`src/rtl/id_stage_if.sv`:
```
// id_stage_if: IF/regfile/EX-side signals of the decode stage, grouped for id_stage_reg
interface id_stage_if #(
    parameter int XLEN    = 32,
    parameter int RADDR_W = 5,
    parameter int ALUOP_W = 4
);
    logic [31:0]        inst_i;
    logic [XLEN-1:0]    inst_addr_i;
    logic               inst_valid_i;
    logic               inst_ready_o;
    logic [RADDR_W-1:0] rs1_addr_o;
    logic [RADDR_W-1:0] rs2_addr_o;
    logic [XLEN-1:0]    rs1_data_i;
    logic [XLEN-1:0]    rs2_data_i;
    logic               flush_i;
    logic               valid_o;
    logic               ready_i;
    logic [31:0]        inst_o;
    logic [XLEN-1:0]    inst_addr_o;
    logic [XLEN-1:0]    op_num1_o;
    logic [XLEN-1:0]    op_num2_o;
    logic [RADDR_W-1:0] rd_addr_o;
    logic               reg_wen_o;
    logic [ALUOP_W-1:0] alu_op_o;
    logic               illegal_o;

    modport master (
        output inst_i, inst_addr_i, inst_valid_i, rs1_data_i, rs2_data_i, flush_i, ready_i,
        input  inst_ready_o, rs1_addr_o, rs2_addr_o, valid_o, inst_o, inst_addr_o,
               op_num1_o, op_num2_o, rd_addr_o, reg_wen_o, alu_op_o, illegal_o
    );

    modport slave (
        input  inst_i, inst_addr_i, inst_valid_i, rs1_data_i, rs2_data_i, flush_i, ready_i,
        output inst_ready_o, rs1_addr_o, rs2_addr_o, valid_o, inst_o, inst_addr_o,
               op_num1_o, op_num2_o, rd_addr_o, reg_wen_o, alu_op_o, illegal_o
    );
endinterface

```
`src/rtl/id_stage_reg.sv`:
```
// id_stage_reg: registered RV32I/RV64I integer decode stage (OP-IMM, OP, LUI, AUIPC)
// with valid/ready handshakes, flush, and illegal-encoding flagging.
module id_stage_reg #(
    parameter int XLEN    = 32,
    parameter int RADDR_W = 5,
    parameter int ALUOP_W = 4
) (
    input logic        clk,
    input logic        rst,
    id_stage_if.slave  bus
);
    localparam logic [ALUOP_W-1:0] NOP  = ALUOP_W'(0);
    localparam logic [ALUOP_W-1:0] ADD  = ALUOP_W'(1);
    localparam logic [ALUOP_W-1:0] SUB  = ALUOP_W'(2);
    localparam logic [ALUOP_W-1:0] SLL  = ALUOP_W'(3);
    localparam logic [ALUOP_W-1:0] SLT  = ALUOP_W'(4);
    localparam logic [ALUOP_W-1:0] SLTU = ALUOP_W'(5);
    localparam logic [ALUOP_W-1:0] XOR  = ALUOP_W'(6);
    localparam logic [ALUOP_W-1:0] SRL  = ALUOP_W'(7);
    localparam logic [ALUOP_W-1:0] SRA  = ALUOP_W'(8);
    localparam logic [ALUOP_W-1:0] OR   = ALUOP_W'(9);
    localparam logic [ALUOP_W-1:0] AND  = ALUOP_W'(10);

    function automatic logic [ALUOP_W-1:0] base_op(input logic [2:0] f3);
        case (f3)
            3'b000:  base_op = ADD;
            3'b001:  base_op = SLL;
            3'b010:  base_op = SLT;
            3'b011:  base_op = SLTU;
            3'b100:  base_op = XOR;
            3'b101:  base_op = SRL;
            3'b110:  base_op = OR;
            default: base_op = AND;
        endcase
    endfunction

    logic [31:0]      inst;
    logic [6:0]       opc, f7;
    logic [2:0]       f3;
    logic [XLEN-1:0]  imm_i, imm_u, shamt;
    logic             sh_l, sh_a;
    logic             legal, use1, use2;
    logic [ALUOP_W-1:0] op;
    logic [XLEN-1:0]  a, b;
    logic             accept;

    assign inst  = bus.inst_i;
    assign opc   = inst[6:0];
    assign f3    = inst[14:12];
    assign f7    = inst[31:25];
    assign imm_i = XLEN'($signed(inst[31:20]));
    assign imm_u = XLEN'($signed({inst[31:12], 12'b0}));
    // RV64 shifts borrow f7[0] as the sixth shamt bit, so only f7[6:1] qualifies the op
    assign shamt = XLEN == 32 ? XLEN'(inst[24:20]) : XLEN'(inst[25:20]);
    assign sh_l  = XLEN == 32 ? f7 == 7'h00 : inst[31:26] == 6'h00;
    assign sh_a  = XLEN == 32 ? f7 == 7'h20 : inst[31:26] == 6'h10;

    always_comb begin
        legal = 1'b0;
        op    = NOP;
        a     = '0;
        b     = '0;
        use1  = 1'b0;
        use2  = 1'b0;
        case (opc)
            7'b0010011: begin
                legal = f3 == 3'b001 ? sh_l : f3 == 3'b101 ? (sh_l | sh_a) : 1'b1;
                op    = (f3 == 3'b101 && sh_a) ? SRA : base_op(f3);
                a     = bus.rs1_data_i;
                b     = f3[1:0] == 2'b01 ? shamt : imm_i;
                use1  = 1'b1;
            end
            7'b0110011: begin
                legal = f7 == 7'h00 || (f7 == 7'h20 && (f3 == 3'b000 || f3 == 3'b101));
                op    = f7 == 7'h20 ? (f3 == 3'b000 ? SUB : SRA) : base_op(f3);
                a     = bus.rs1_data_i;
                b     = bus.rs2_data_i;
                use1  = 1'b1;
                use2  = 1'b1;
            end
            7'b0110111: begin
                legal = 1'b1;
                op    = ADD;
                b     = imm_u;
            end
            7'b0010111: begin
                legal = 1'b1;
                op    = ADD;
                a     = bus.inst_addr_i;
                b     = imm_u;
            end
            default: legal = 1'b0;
        endcase
        if (!legal) begin
            op   = NOP;
            a    = '0;
            b    = '0;
            use1 = 1'b0;
            use2 = 1'b0;
        end
    end

    assign bus.rs1_addr_o   = (bus.inst_valid_i && use1) ? RADDR_W'(inst[19:15]) : '0;
    assign bus.rs2_addr_o   = (bus.inst_valid_i && use2) ? RADDR_W'(inst[24:20]) : '0;
    assign bus.inst_ready_o = !bus.valid_o || bus.ready_i;
    assign accept           = bus.inst_valid_i && bus.inst_ready_o;

    always_ff @(posedge clk or posedge rst) begin
        if (rst) begin
            bus.valid_o     <= 1'b0;
            bus.inst_o      <= '0;
            bus.inst_addr_o <= '0;
            bus.op_num1_o   <= '0;
            bus.op_num2_o   <= '0;
            bus.rd_addr_o   <= '0;
            bus.reg_wen_o   <= 1'b0;
            bus.alu_op_o    <= NOP;
            bus.illegal_o   <= 1'b0;
        end else if (bus.flush_i) begin
            bus.valid_o <= 1'b0;
        end else if (bus.inst_ready_o) begin
            bus.valid_o <= bus.inst_valid_i;
            if (accept) begin
                bus.inst_o      <= inst;
                bus.inst_addr_o <= bus.inst_addr_i;
                bus.op_num1_o   <= a;
                bus.op_num2_o   <= b;
                bus.rd_addr_o   <= legal ? RADDR_W'(inst[11:7]) : '0;
                bus.reg_wen_o   <= legal && inst[11:7] != 5'd0;
                bus.alu_op_o    <= op;
                bus.illegal_o   <= !legal;
            end
        end
    end
endmodule

```
`src/flat_wrapper.sv`:
```
// flat-port wrapper written by rule: the top's interface ports become plain ports
module id_stage_reg_flat 
#(
    parameter int XLEN    = 32,
    parameter int RADDR_W = 5,
    parameter int ALUOP_W = 4
)
  (clk, rst, bus_inst_i, bus_inst_addr_i, bus_inst_valid_i, bus_rs1_data_i, bus_rs2_data_i, bus_flush_i, bus_ready_i, bus_inst_ready_o, bus_rs1_addr_o, bus_rs2_addr_o, bus_valid_o, bus_inst_o, bus_inst_addr_o, bus_op_num1_o, bus_op_num2_o, bus_rd_addr_o, bus_reg_wen_o, bus_alu_op_o, bus_illegal_o);
  id_stage_if #(.XLEN(XLEN), .RADDR_W(RADDR_W), .ALUOP_W(ALUOP_W)) bus_i ();
  input logic clk;
  input logic rst;
  input wire logic [$bits(bus_i.inst_i)-1:0] bus_inst_i;
  input wire logic [$bits(bus_i.inst_addr_i)-1:0] bus_inst_addr_i;
  input wire logic [$bits(bus_i.inst_valid_i)-1:0] bus_inst_valid_i;
  input wire logic [$bits(bus_i.rs1_data_i)-1:0] bus_rs1_data_i;
  input wire logic [$bits(bus_i.rs2_data_i)-1:0] bus_rs2_data_i;
  input wire logic [$bits(bus_i.flush_i)-1:0] bus_flush_i;
  input wire logic [$bits(bus_i.ready_i)-1:0] bus_ready_i;
  output wire logic [$bits(bus_i.inst_ready_o)-1:0] bus_inst_ready_o;
  output wire logic [$bits(bus_i.rs1_addr_o)-1:0] bus_rs1_addr_o;
  output wire logic [$bits(bus_i.rs2_addr_o)-1:0] bus_rs2_addr_o;
  output wire logic [$bits(bus_i.valid_o)-1:0] bus_valid_o;
  output wire logic [$bits(bus_i.inst_o)-1:0] bus_inst_o;
  output wire logic [$bits(bus_i.inst_addr_o)-1:0] bus_inst_addr_o;
  output wire logic [$bits(bus_i.op_num1_o)-1:0] bus_op_num1_o;
  output wire logic [$bits(bus_i.op_num2_o)-1:0] bus_op_num2_o;
  output wire logic [$bits(bus_i.rd_addr_o)-1:0] bus_rd_addr_o;
  output wire logic [$bits(bus_i.reg_wen_o)-1:0] bus_reg_wen_o;
  output wire logic [$bits(bus_i.alu_op_o)-1:0] bus_alu_op_o;
  output wire logic [$bits(bus_i.illegal_o)-1:0] bus_illegal_o;
  assign bus_i.inst_i = bus_inst_i;
  assign bus_i.inst_addr_i = bus_inst_addr_i;
  assign bus_i.inst_valid_i = bus_inst_valid_i;
  assign bus_i.rs1_data_i = bus_rs1_data_i;
  assign bus_i.rs2_data_i = bus_rs2_data_i;
  assign bus_i.flush_i = bus_flush_i;
  assign bus_i.ready_i = bus_ready_i;
  assign bus_inst_ready_o = bus_i.inst_ready_o;
  assign bus_rs1_addr_o = bus_i.rs1_addr_o;
  assign bus_rs2_addr_o = bus_i.rs2_addr_o;
  assign bus_valid_o = bus_i.valid_o;
  assign bus_inst_o = bus_i.inst_o;
  assign bus_inst_addr_o = bus_i.inst_addr_o;
  assign bus_op_num1_o = bus_i.op_num1_o;
  assign bus_op_num2_o = bus_i.op_num2_o;
  assign bus_rd_addr_o = bus_i.rd_addr_o;
  assign bus_reg_wen_o = bus_i.reg_wen_o;
  assign bus_alu_op_o = bus_i.alu_op_o;
  assign bus_illegal_o = bus_i.illegal_o;
  id_stage_reg #(.XLEN(XLEN), .RADDR_W(RADDR_W), .ALUOP_W(ALUOP_W)) u_core (.clk(clk), .rst(rst), .bus(bus_i));
endmodule
```
`config.mk`:
```
export PLATFORM = sky130hd
export DESIGN_NAME = id_stage_reg_flat
export DESIGN_NICKNAME = d
export VERILOG_FILES = /design/src/rtl/id_stage_if.sv /design/src/rtl/id_stage_reg.sv /design/src/flat_wrapper.sv
export SDC_FILE = /design/constraint.sdc
export NUM_CORES = 1
export LEC_CHECK = 0
export CAP_MARGIN = 0
export CORE_MARGIN = 4
export CORE_UTILIZATION = 46
export CTS_CLUSTER_DIAMETER = 30
export CTS_CLUSTER_SIZE = 40
export DETAILED_ROUTE_END_ITERATION = 16
export GPL_TIMING_DRIVEN = 0
export PLACE_DENSITY_LB_ADDON = 0.1
export SLEW_MARGIN = 15
export SYNTH_ARGS = -nofsm -noshare
export SYNTH_HDL_FRONTEND = slang
export SYNTH_SLANG_ARGS = --single-unit
```
`constraint.sdc`:
```
create_clock -name clk -period 9.6 [get_ports clk]
set_input_delay 0.96 -clock clk [delete_from_list [all_inputs] [get_ports clk]]
set_output_delay 0.96 -clock clk [all_outputs]
set_load 0.005 [all_outputs]
```
# Yosys cells after proc, flatten, opt, wreduce, memory -nomap -nowiden

Cells that the tools add are included.

Latch bits: 0
Logic and storage cells: 64
Memory bits (writable): 0
Register bits after elaboration: 140
ROM bits: 0
Memories: 0

Eq/ne operators: 12
Shift-type cells: 0
Order comparisons: 0
$mul: 0
Bitwise logic cells: 2
Multiplexer cells: 23
Reduce and logical (&&, ||, !) cells: 18
$add $sub $neg: 0
Div/mod/pow operators: 0

Operator list:

| kind                                          | number |
|---|---|
| 2-to-1 mux 32 bit                             | 3 |
| one-hot mux 32 bit (3 select lines)           | 1 |
| one-hot mux 32 bit (2 select lines)           | 1 |
| one-hot mux 4 bit (7 select lines)            | 1 |
| == test 7 x 6 -> 1 bit, second input constant | 3 |
| 2-to-1 mux 4 bit                              | 4 |
| 2-to-1 mux 5 bit                              | 3 |
| == test 7 x 5 -> 1 bit, second input constant | 2 |
| one-hot mux 4 bit (3 select lines)            | 1 |
| == test 3 bit, second input constant          | 3 |
| 2-to-1 mux 1 bit                              | 8 |
| zero test 7 bit                               | 1 |
| == test 3 x 2 -> 1 bit, second input constant | 2 |
| logical AND 1 bit                             | 6 |
| nonzero test 5 bit                            | 1 |
| OR reduction 2 bit                            | 2 |
| == test 3 x 1 -> 1 bit, second input constant | 1 |
| zero test 3 bit                               | 1 |
| logical OR 1 bit                              | 3 |
| one-hot mux 1 bit (3 select lines)            | 1 |
| AND reduction 3 bit                           | 1 |
| == test 2 x 1 -> 1 bit, second input constant | 1 |
| zero test 1 bit                               | 2 |
| nonzero test 2 bit                            | 1 |
| other kinds (2)                               | 2 |

# Logic depth before layout (Yosys ltp)

Word-level depth: 8
Mapped depth: 9
Gate-level depth less buffers: 6

# Least setup slack after synthesis

OpenSTA, ideal clock, no wires.

Path kind: input port to output port
Start: in bus_inst_i[25]
End: out bus_rs1_addr_o[0]
Data arrival time: 2.394 ns
Setup slack: 6.246 ns
Path buffers: 0
Data required time: 8.640 ns
Cell stages on the path: 5
Cells stage by stage: or4_4 nor3_4 a21boi_2 nor3_1 and3_1

Longest elaborated chain between the ends: 8
Elaborated cells on any way between the ends: 11
Those cells by class: eq/ne: 1; mux: 5; bitwise: 1; reduce/logical: 4

Ends and longest elaborated chain:

| what                                                             | RTL line                                                   | source |
|---|---|---|
| start, declared                                                  | flat_wrapper.sv:12                                         | `input wire logic [$bits(bus_i.inst_i)-1:0] bus_inst_i;` |
| == test 7 x 6 -> 1 bit / zero test 7 bit (equally long branches) | id_stage_reg.sv:56, id_stage_reg.sv:74, id_stage_reg.sv:55 |  |
| OR 1 bit                                                         | id_stage_reg.sv:67                                         | `legal = f3 == 3'b001 ? sh_l : f3 == 3'b101 ? (sh_l \| sh_a) : 1'b1;` |
| 2-to-1 mux 1 bit (2 in a row)                                    | id_stage_reg.sv:67                                         |  |
| one-hot mux 1 bit (3 select lines) (*)                           | id_stage_reg.sv:65                                         | `case (opc)` |
| 2-to-1 mux 1 bit (*)                                             | id_stage_reg.sv:94                                         | `if (!legal) begin` |
| logical AND 1 bit (*)                                            | id_stage_reg.sv:103                                        | `assign bus.rs1_addr_o = (bus.inst_valid_i && use1) ? RADDR_W'(inst[19:15]) : '0;` |
| 2-to-1 mux 5 bit (*)                                             | id_stage_reg.sv:103                                        |  |
| end, declared                                                    | flat_wrapper.sv:20                                         | `output wire logic [$bits(bus_i.rs1_addr_o)-1:0] bus_rs1_addr_o;` |

Every way passes the cells marked *; elsewhere a longest branch is shown, timed or not.

# Worst setup path after layout

Start: in bus_inst_i[28]
End: out bus_rs1_addr_o[4]

Same word-level chain as after synthesis.

==> impl_metrics.toml <==
[yosys]
syn-instance-count = 728
ys_seq_area_frac = 0.541
synth_cell_types = 40
syn-cell-area_um2 = 6470
synth_top_family_by_area = "simple AND/OR/NAND/NOR gates"
synthMuxAreaShare = 0.00774
synth_xor_area_frac = 0.00271
async_flop_share = 1.00
yosys_warnings = 0
synth_edf_count = 0
synth_ff_type = "dfrtp_1"
syn_area_per_cell_um2 = 8.89
synthAdderAreaFrac = 0
syn_nets = 861
synth-seq-cells = 140
yosys.area_share.simple = 0.214
synth_compound_area_frac = 0.189

[drt]
first_pass_iters = 5
remaining_drc_errors = 0
drt_wl_total_um = 23600
routedWlPerCell_um = 19.3
ant_nets = 0
vias = 6697
first_iter_violations = 447
vias_per_cell = 5.48

[sta]
report.final.slew_viol_count = 0
setup_viol = 0
final.setup.tns_ns = 0
timing.final.hold_violations = 0
rsz0062_at_grt = "false"
max_freq_ghz = 0.200
worst_pin_slew_ns = 1.03
min_period_over_period = 0.520
fin_skew_ns = 0.00330
finalCriticalPeriod_ns = 5.00
maxSlewHeadroom = 0.309

[cells_and_area]
layout-drive-gt1-share = 0.0721
fillCellCount = 1069
finalNetCount = 1161
synthToLayoutAreaGrowth_pct = 57.2
final_cell_mix = "clkdlybuf4s50_1, nand2_1, dfrtp_1"
layout_commonest_cell = "clkdlybuf4s50_1"
fin_area_um2 = 10200

[clocking]
cts.path.max_buffers = 2
cts_resized = 0
holdBufCountCts = 0
numCtsBuffers = 17
post_cts_buffers = 0
ctsHtreeMaxLevel = 4
cts.sinks = 140
clk_pin_slew_ns = 0.06
tritoncts = "yes"
root_buffer = "clkbuf_16"
clkLatencyLatePin_ns = 0.42

[placement]
hpwl_um = 17500
place_area_um2 = 9530
gp_congestion = 0.891
numPortBuffers = 280

[setup_path]
worstSetupPathType = "input port to output pin"
cp.required_ns = 8.64
cp-end-kind = "output pin"
critPathLaunchType = "input port"
crit_path_start = "bus_inst_i[28]"
critPathBufInv = 2
cp_slowest_stage_delay_ns = 0.84
arrival_ns = 4.04
r2r_start = "u_core.bus.valid_o"
crit_slowest_cell = "nor3_1"
crit_fanout = 8
worstPathCellList = "clkdlybuf4s50_1 > nor4_1 > a31oi_1 > nor2b_1 > nor3_1 > and3_1 > clkdlybuf4s50_1"
critPathTopFamily = "simple AND/OR/NAND/NOR gates"
path_common_cell = "clkdlybuf4s50_1"

[floorplan]
dieHeight_um = 127
initial_core_util = 0.468
ios = 284
dieArea_um2 = 16000
core_area_um2 = 13800
rows = 43
fp.dieW_um = 127

[global_route]
track_usage = 0.292
grt_pass1_wl_um = 36300
antenna_found_initial = 0
grt_pass1_vias = 6575
overflow = 0
grt_max_degree = 88

[run_status]
status = "complete, no violations"

[pwr]
p_per_area_nw_per_um2 = 169
ir_drop_v = 0.000128
p_leak_nw = 4.51
power_mw = 1.72

[job]
max-cap-violations = 0

[min_path]
hold_class = "flop to flop"
hp-start = "u_core.bus.inst_addr_o[11]"
==> sequential cells by signal, indices dropped and copies added (netlist names) <==
signal / count
u_core.bus.alu_op_o: 4
u_core.bus.inst_o: 32
u_core.bus.op_num2_o: 32
u_core.bus.op_num1_o: 32
u_core.bus.valid_o: 1
u_core.bus.rd_addr_o: 5
u_core.bus.reg_wen_o: 1
u_core.bus.illegal_o: 1
u_core.bus.inst_addr_o: 32
==> worst min-delay path, cell delays in order (launching register included) <==
cell,delay [ns]
dfrtp_1,0.34
nand2_1,0.05
nand2_1,0.05
==> cell families (layout without fill, tap and decap cells) <==
| family | count (synthesis) | after routing |
|---|---|---|
| compound gates | 163 | 163 |
| xor+xnor | 2 | 2 |
| buf+inv | 73 | 385 |
| flops | 140 | 140 |
| mux | 5 | 5 |
| other cells | 0 | 1 |
| simple gates | 345 | 345 |
==> cell type report <==
cell class              count  area, um^2  area share
repair buffers            281        2830       0.278
well taps                 180         225      0.0221
clock inverters            12         195      0.0192
plain buffers              58         235      0.0231
diodes                      1        2.50    0.000246
clock buffers              19         443      0.0435
inverters                  15        63.8     0.00627
multi-input cells         515        2680       0.263
flip-flops and latches    140        3500       0.344
==> stage by stage <==
step	worst slack (ns)	cells	utilization	hold slack (ns)
detailed placement	4.71	1189	0.689	0.462
global route	4.51	1220	0.736	0.492
CTS	4.70	1220	0.736	0.476
global placement	2.80	1188	0.687	0.458
floorplan	4.89	728	-	0.470
finish	4.60	1221	0.736	0.471
==> worst paths after layout <==
kind	end	slack [ns]	depth (start not counted)
min	u_core.bus.inst_addr_o[11]	0.47	2
max in group asynchronous	u_core.bus.op_num1_o[28]	7.88	3
min in group asynchronous	u_core.bus.op_num1_o[14]	0.95	2
max	bus_rs1_addr_o[4]	4.60	7
max reg2reg	u_core.bus.inst_o[31]	7.29	7
min reg2reg	u_core.bus.inst_addr_o[11]	0.47	2
==> synth_stat cells (2+ instances only) <==
cell | n | share of area
a211oi_1 | 2 | 0.0023
a21oi_1 | 33 | 0.026
a22o_1 | 3 | 0.0041
a22oi_1 | 29 | 0.034
and3_1 | 8 | 0.0077
buf_1 | 6 | 0.0035
buf_2 | 8 | 0.0062
clkbuf_1 | 43 | 0.025
dfrtp_1 | 140 | 0.54
inv_1 | 14 | 0.0081
mux2i_1 | 5 | 0.0077
nand2_1 | 253 | 0.15
nand2b_1 | 3 | 0.0029
nand3_1 | 2 | 0.0015
nand3b_1 | 2 | 0.0023
nor2_1 | 63 | 0.037
nor2b_1 | 3 | 0.0029
nor3_1 | 3 | 0.0023
o211ai_1 | 2 | 0.0023
o21ai_0 | 17 | 0.013
o221a_2 | 20 | 0.035
o31ai_1 | 43 | 0.050
o31ai_2 | 8 | 0.015
xor2_1 | 2 | 0.0027
==> power breakdown <==
group          internal (mW)  total (mW)  leakage, nW  switching, mW
registers              0.643       0.672         1.83         0.0296
logic                  0.181       0.324         2.37          0.143
clock network          0.465       0.720        0.313          0.256
==> layer usage <==
layer | part of all wire | vias up | track usage
met4 | 0.033 | 0 | 0.119
met1 | 0.40 | 3218 | 0.383
met5 | 0 | - | 0
li1 | - | 3079 | -
met2 | 0.47 | 351 | 0.464
met3 | 0.091 | 49 | 0.0758
(Power assumes the default switching activity.)
